`src/rtl/imem_loader_pkg.sv`:
```
// Shared constants for the instruction-memory loader and the instruction RAM:
// geometry and the loader state encodings.
package imem_loader_pkg;

  localparam int unsigned IMEM_DEPTH          = 32;
  localparam int unsigned IMEM_ADDR_W         = 5;
  localparam int unsigned IMEM_BYTES_PER_WORD = 4;

  localparam logic [2:0] IMEM_LD_IDLE  = 3'd0;
  localparam logic [2:0] IMEM_LD_RECV  = 3'd1;
  localparam logic [2:0] IMEM_LD_WRITE = 3'd2;
  localparam logic [2:0] IMEM_LD_CSUM  = 3'd3;
  localparam logic [2:0] IMEM_LD_DONE  = 3'd4;

endpackage

```
`src/rtl/imem_word_asm.sv`:
```
// Big-endian 8-to-32 word assembler: shifts accepted bytes in from the right
// and counts them; word_ready_o is high once a full word has been collected.
module imem_word_asm
  import imem_loader_pkg::*;
(
  input  logic        clk_i,
  input  logic        rst_ni,
  input  logic        clear_i,
  input  logic        byte_en_i,
  input  logic [7:0]  byte_i,
  output logic [31:0] word_o,
  output logic [2:0]  byte_cnt_o,
  output logic        word_ready_o
);

  localparam logic [2:0] FullCnt = 3'(IMEM_BYTES_PER_WORD);

  logic [31:0] sr_q, sr_d;
  logic [2:0]  cnt_q, cnt_d;

  always_comb begin
    sr_d  = sr_q;
    cnt_d = cnt_q;
    if (clear_i) begin
      sr_d  = '0;
      cnt_d = '0;
    end else if (byte_en_i && (cnt_q < FullCnt)) begin
      sr_d  = {sr_q[23:0], byte_i};
      cnt_d = cnt_q + 3'd1;
    end
  end

  always_ff @(posedge clk_i) begin
    if (!rst_ni) begin
      sr_q  <= '0;
      cnt_q <= '0;
    end else begin
      sr_q  <= sr_d;
      cnt_q <= cnt_d;
    end
  end

  assign word_o       = sr_q;
  assign byte_cnt_o   = cnt_q;
  assign word_ready_o = (cnt_q == FullCnt);

endmodule

```
`src/rtl/imem_loader.sv`:
```
// Instruction RAM loader: assembles a big-endian byte stream into words, writes them
// and holds the CPU in reset meanwhile. Optional trailing checksum: IMEM_LOADER_CSUM_EN.
module imem_loader
  import imem_loader_pkg::*;
#(
  parameter int unsigned DEPTH     = IMEM_DEPTH,
  parameter int unsigned ADDR_W    = IMEM_ADDR_W,
  parameter logic [31:0] BASE_ADDR = 32'h0000_0000
) (
  input  logic              Clk,
  input  logic              Resetn,
  input  logic              Load_Start,
  input  logic [ADDR_W:0]   Load_Len,
  input  logic [7:0]        Byte_In,
  input  logic              Byte_Valid,
  output logic              Byte_Ready,
  output logic              Wr_En,
  output logic [31:0]       Wr_Addr,
  output logic [31:0]       Wr_Data,
  output logic              Cpu_Hold,
  output logic              Busy,
  output logic              Load_Done,
  output logic              Load_Err
);

  localparam int unsigned LenW   = ADDR_W + 1;
  localparam logic [ADDR_W:0] MaxLen = LenW'(DEPTH);
  localparam logic [2:0] LastWordBytes = 3'(IMEM_BYTES_PER_WORD - 1);

`ifdef IMEM_LOADER_CSUM_EN
  localparam logic [2:0] AfterLast = IMEM_LD_CSUM;
`else
  localparam logic [2:0] AfterLast = IMEM_LD_DONE;
`endif

  logic [2:0]        state_q, state_d;
  logic [ADDR_W:0]   len_q, len_d;
  logic [ADDR_W-1:0] idx_q, idx_d;
  logic [31:0]       wr_addr_q, wr_addr_d;
  logic [31:0]       wr_data_q, wr_data_d;

  logic        asm_clear, asm_en, asm_ready;
  logic [31:0] asm_word;
  logic [2:0]  asm_cnt;
  logic [31:0] cur_addr;
  logic        last_word;
  logic        byte_fire;

  imem_word_asm u_word_asm (
    .clk_i        (Clk),
    .rst_ni       (Resetn),
    .clear_i      (asm_clear),
    .byte_en_i    (asm_en),
    .byte_i       (Byte_In),
    .word_o       (asm_word),
    .byte_cnt_o   (asm_cnt),
    .word_ready_o (asm_ready)
  );

  assign byte_fire = Byte_Valid && Byte_Ready;
  assign asm_en    = byte_fire && (state_q == IMEM_LD_RECV);
  // A fresh load or a completed write both start the next word from empty.
  assign asm_clear = ((state_q == IMEM_LD_IDLE) && Load_Start) || (state_q == IMEM_LD_WRITE);
  assign cur_addr  = BASE_ADDR + {{(30 - ADDR_W){1'b0}}, idx_q, 2'b00};
  assign last_word = (({1'b0, idx_q} + LenW'(1)) == len_q);

`ifdef IMEM_LOADER_CSUM_EN
  logic [7:0] xor_q, xor_d;
  logic       err_q, err_d;
`endif

  always_comb begin
    state_d   = state_q;
    len_d     = len_q;
    idx_d     = idx_q;
    wr_addr_d = wr_addr_q;
    wr_data_d = wr_data_q;
`ifdef IMEM_LOADER_CSUM_EN
    xor_d     = xor_q;
    err_d     = err_q;
`endif
    case (state_q)
      IMEM_LD_IDLE: begin
        if (Load_Start) begin
          len_d   = (Load_Len > MaxLen) ? MaxLen : Load_Len;
          idx_d   = '0;
`ifdef IMEM_LOADER_CSUM_EN
          xor_d   = '0;
          err_d   = 1'b0;
`endif
          state_d = (len_d == '0) ? AfterLast : IMEM_LD_RECV;
        end
      end
      IMEM_LD_RECV: begin
        if (asm_en) begin
`ifdef IMEM_LOADER_CSUM_EN
          xor_d = xor_q ^ Byte_In;
`endif
          if (asm_cnt == LastWordBytes) state_d = IMEM_LD_WRITE;
        end
      end
      IMEM_LD_WRITE: begin
        wr_addr_d = cur_addr;
        wr_data_d = asm_word;
        idx_d     = idx_q + 1'b1;
        state_d   = last_word ? AfterLast : IMEM_LD_RECV;
      end
`ifdef IMEM_LOADER_CSUM_EN
      IMEM_LD_CSUM: begin
        if (byte_fire) begin
          err_d   = (Byte_In != xor_q);
          state_d = IMEM_LD_DONE;
        end
      end
`endif
      IMEM_LD_DONE: state_d = IMEM_LD_IDLE;
      default:      state_d = IMEM_LD_IDLE;
    endcase
  end

  always_ff @(posedge Clk) begin
    if (!Resetn) begin
      state_q   <= IMEM_LD_IDLE;
      len_q     <= '0;
      idx_q     <= '0;
      wr_addr_q <= '0;
      wr_data_q <= '0;
    end else begin
      state_q   <= state_d;
      len_q     <= len_d;
      idx_q     <= idx_d;
      wr_addr_q <= wr_addr_d;
      wr_data_q <= wr_data_d;
    end
  end

`ifdef IMEM_LOADER_CSUM_EN
  always_ff @(posedge Clk) begin
    if (!Resetn) begin
      xor_q <= '0;
      err_q <= 1'b0;
    end else begin
      xor_q <= xor_d;
      err_q <= err_d;
    end
  end

  assign Byte_Ready = (state_q == IMEM_LD_RECV) || (state_q == IMEM_LD_CSUM);
  assign Load_Err   = err_q;
`else
  assign Byte_Ready = (state_q == IMEM_LD_RECV);
  assign Load_Err   = 1'b0;
`endif

  // The write port shows the live word during WRITE and holds it afterwards.
  assign Wr_En     = (state_q == IMEM_LD_WRITE) && asm_ready;
  assign Wr_Addr   = Wr_En ? cur_addr : wr_addr_q;
  assign Wr_Data   = Wr_En ? asm_word : wr_data_q;
  assign Busy      = (state_q != IMEM_LD_IDLE);
  assign Cpu_Hold  = Busy;
  assign Load_Done = (state_q == IMEM_LD_DONE);

endmodule

```
`config.mk`:
```
export PLATFORM = sky130hd
export DESIGN_NAME = imem_loader
export DESIGN_NICKNAME = d
export VERILOG_FILES = /design/src/rtl/imem_loader_pkg.sv /design/src/rtl/imem_word_asm.sv /design/src/rtl/imem_loader.sv
export SDC_FILE = /design/constraint.sdc
export NUM_CORES = 1
export LEC_CHECK = 0
export ABC_CLOCK_PERIOD_IN_PS = 5600
export CAP_MARGIN = 0
export CORE_MARGIN = 1.5
export CORE_UTILIZATION = 35
export DETAILED_ROUTE_END_ITERATION = 10
export HOLD_SLACK_MARGIN = 0.06
export PLACE_DENSITY_LB_ADDON = 0.15
export REMOVE_ABC_BUFFERS = 1
export SYNTH_ARGS = -nofsm -noshare
export SYNTH_HDL_FRONTEND = slang
export SYNTH_SLANG_ARGS = --single-unit
export TNS_END_PERCENT = 10
```
`constraint.sdc`:
```
create_clock -name Clk -period 5.6 [get_ports Clk]
set_clock_uncertainty 0.1 [all_clocks]
set_input_delay 0.56 -clock Clk [delete_from_list [all_inputs] [get_ports Clk]]
set_output_delay 0.56 -clock Clk [all_outputs]
set_load 0.02 [all_outputs]
```
==> flow_metrics.tcl <==
set metrics [dict create \
    ys_warn_count 0 \
    min_period_ns 4.08 \
    rsz0062_at_grt "no" \
    core_um2 11000 \
    area_delta_synth_final_pct 21.3 \
    grt_pass1_wl_um 14700 \
    hold_slack_ns 0.348 \
    hold_end "wr_data_q[30]$_SDFFE_PN0P_" \
    grt_use_total_pct 15.7 \
    min-delay-start "wr_data_q[30]$_SDFFE_PN0P_" \
    rows 38 \
    async_flop_share_pct 0 \
    fmax_mhz 245 \
    yosysTopAreaCellShare_pct 43.2 \
    postCtsSetupBuffers 0 \
    vias_per_cell 4.84 \
    r2r_start "state_q[1]$_SDFFE_PN0P_" \
    gp_congestion 0.739 \
    drt_wl_total_um 8890 \
    p_leak_uw 0.00173 \
    cts_buffer_depth 2 \
    ys_seq_area_share_pct 43.2 \
    numPortBuffers 59 \
    vias 3289 \
    yosysUniqueCellTypes 36 \
    syn_area_per_cell_um2 8.05 \
    drt_first_pass_iters 4 \
    antenna_cells 0 \
    io_pins 88 \
    cts_tree "yes" \
    synth_enable_flop_cells 0 \
    cp.required_ns 4.94 \
    cts-root-buf "clkbuf_16" \
    start_util_pct 36.3 \
    setup_viol 0 \
    nNetsFinal 557 \
    crit_type "register to output port" \
    critical_path.startpoint "state_q[1]$_SDFFE_PN0P_" \
    grt_start_max_net_pins 45 \
    ir_drop_uv 144 \
    fin_tns_setup_ns 0 \
    dp_hpwl_um 5450 \
    dieArea_um2 12000 \
    min_period_over_period_pct 72.9 \
    fin_ws_ns 1.52 \
    status "finished, final reports clean" \
    yosysTopAreaCell "dfxtp_1" \
    clock_sinks 86 \
    grt_pass1_vias 2993 \
    die_h_um 110 \
    drive_gt1_share_pct 5.37 \
    ant_nets 0 \
    ys_top_cells_by_area "dfxtp_1 43%, nand2_1 14%, a21oi_1 11%" \
    drc 0 \
    ys_top_cells_by_count "153 x nand2_1, 86 x dfxtp_1, 85 x a21oi_1" \
    hold_viol 0 \
    grt.overflow.total 0 \
    synth.most_common_cell "nand2_1" \
    worstMarginPinSlew_ns 1.01 \
    fin_util_pct 44.0 \
    worstHoldPathCells 2 \
    initialDrtViolationCount 120 \
    power_uw 1310 \
    critPathArrivalTime_ns 3.42 \
    wire_per_inst_um 13.1 \
    cp_max_fo 44 \
    antenna_found_initial 0 \
    holdCritPathClass "register to register" \
    synthFlopType "dfxtp_1" \
    clk_pin_slew_ns 0.06 \
    cts_resized 0 \
    yosys_register_bits 86 \
    slew_violations 0 \
    reg2reg_setup_slack_ns 3.35 \
    r2r.worst_path.cells 5 \
    netlist_area_um2 3990 \
    ctsHoldBuffers 0 \
    htree_num_levels 3 \
    chipWidth_um 110 \
    clk_latency_ns 0.33 \
    p_per_area_nw_per_um2 271 \
    max_slew_margin_pct 33.0 \
    cp-end-kind "output port" \
    critPathLaunchType "register" \
    post-place-ws_ns 1.83 \
    drv_cap 0 \
    r2r_end "u_word_asm.word_o[5]$_SDFFE_PP0P_" \
    syn-instance-count 495 \
    cts_inserted_buffers 9 \
]
logic make-up (layout without fill, tap and decap cells):
family                     after synthesis  in the layout  share of synthesized area (%)
AOI/OAI and AO/OA                       94             94                           12.2
xor gates and xnor gates                 7              7                           1.54
adders and majority gates                4              4                           1.26
buffers and inverters                   67             85                           9.83
DFF                                     86             86                           43.2
muxes                                   37             37                           10.5
other                                    1             28                         0.0941
and+or+nand+nor                        199            199                           21.4
per-stage QoR:
stage | instance area (um2) | cells
after floorplan | 3710 | 460
after global placement | 4530 | 664
after detailed placement | 4530 | 664
after CTS | 4830 | 680
after global routing | 4830 | 680
final | 4830 | 680
cell usage in the layout, fill, tap and decap left out, drive strengths merged, types with 4 or more instances in the layout:
cell           count
inv                7
buf                5
and2               4
nand3b             6
xnor2              5
o21ai              4
dfxtp             86
conb              28
clkbuf             9
nand2            154
a21oi             85
clkdlybuf4s50     59
mux2              37
nor2              12
ha                 4
nand3              7
how the worst max path moves through the flow:
stage,end,slack (ns),cells past startpoint
6_report,Wr_Data[20],1.52,5
2_1_floorplan,Wr_Addr[2],1.42,3
4_1_cts,Wr_Data[20],1.47,5
3_3_place_gp,Wr_Data[20],1.83,5
5_1_grt,Wr_Data[11],1.27,5
3_5_place_dp,Wr_Data[20],1.83,5
flip-flops by register name, summed over array words and instances, names as in the netlist:
| register | cells |
|---|---|
| u_word_asm.word_o | 32 |
| len_q | 6 |
| state_q | 3 |
| idx_q | 5 |
| u_word_asm.byte_cnt_o | 3 |
| wr_data_q | 32 |
| wr_addr_q | 5 |
layout make-up:
class                   instances  area, um2
clock buffers                   9        225
well taps                     140        175
flip-flops and latches         86       1720
inverters                       5       18.8
clock inverters                 7       81.3
multi-input cells             369       1980
fillers                      1118       6150
repair buffers                 64        628
power breakdown:
group	total [uW]	switching [uW]	internal, uW
Sequential	621	4.89	616
Combinational	80.2	56.4	23.9
Clock	607	256	351
Total	1310	317	991
metal layers:
layer	share of wire, %	vias to the layer above	global-route usage [%]
li1	-	1655	-
met1	47	1557	19.7
met5	0	-	0
met3	4.3	2	3.97
met4	0.42	0	3.90
met2	48	75	26.8
worst max-delay path, stage by stage (launching register included):
cell             delay [ns]
dfxtp_1                0.48
nor3b_4                0.23
buf_4                  0.44
and3_2                 0.94
mux2_1                 0.42
clkdlybuf4s50_1        0.55
(Power assumes the default switching activity.)
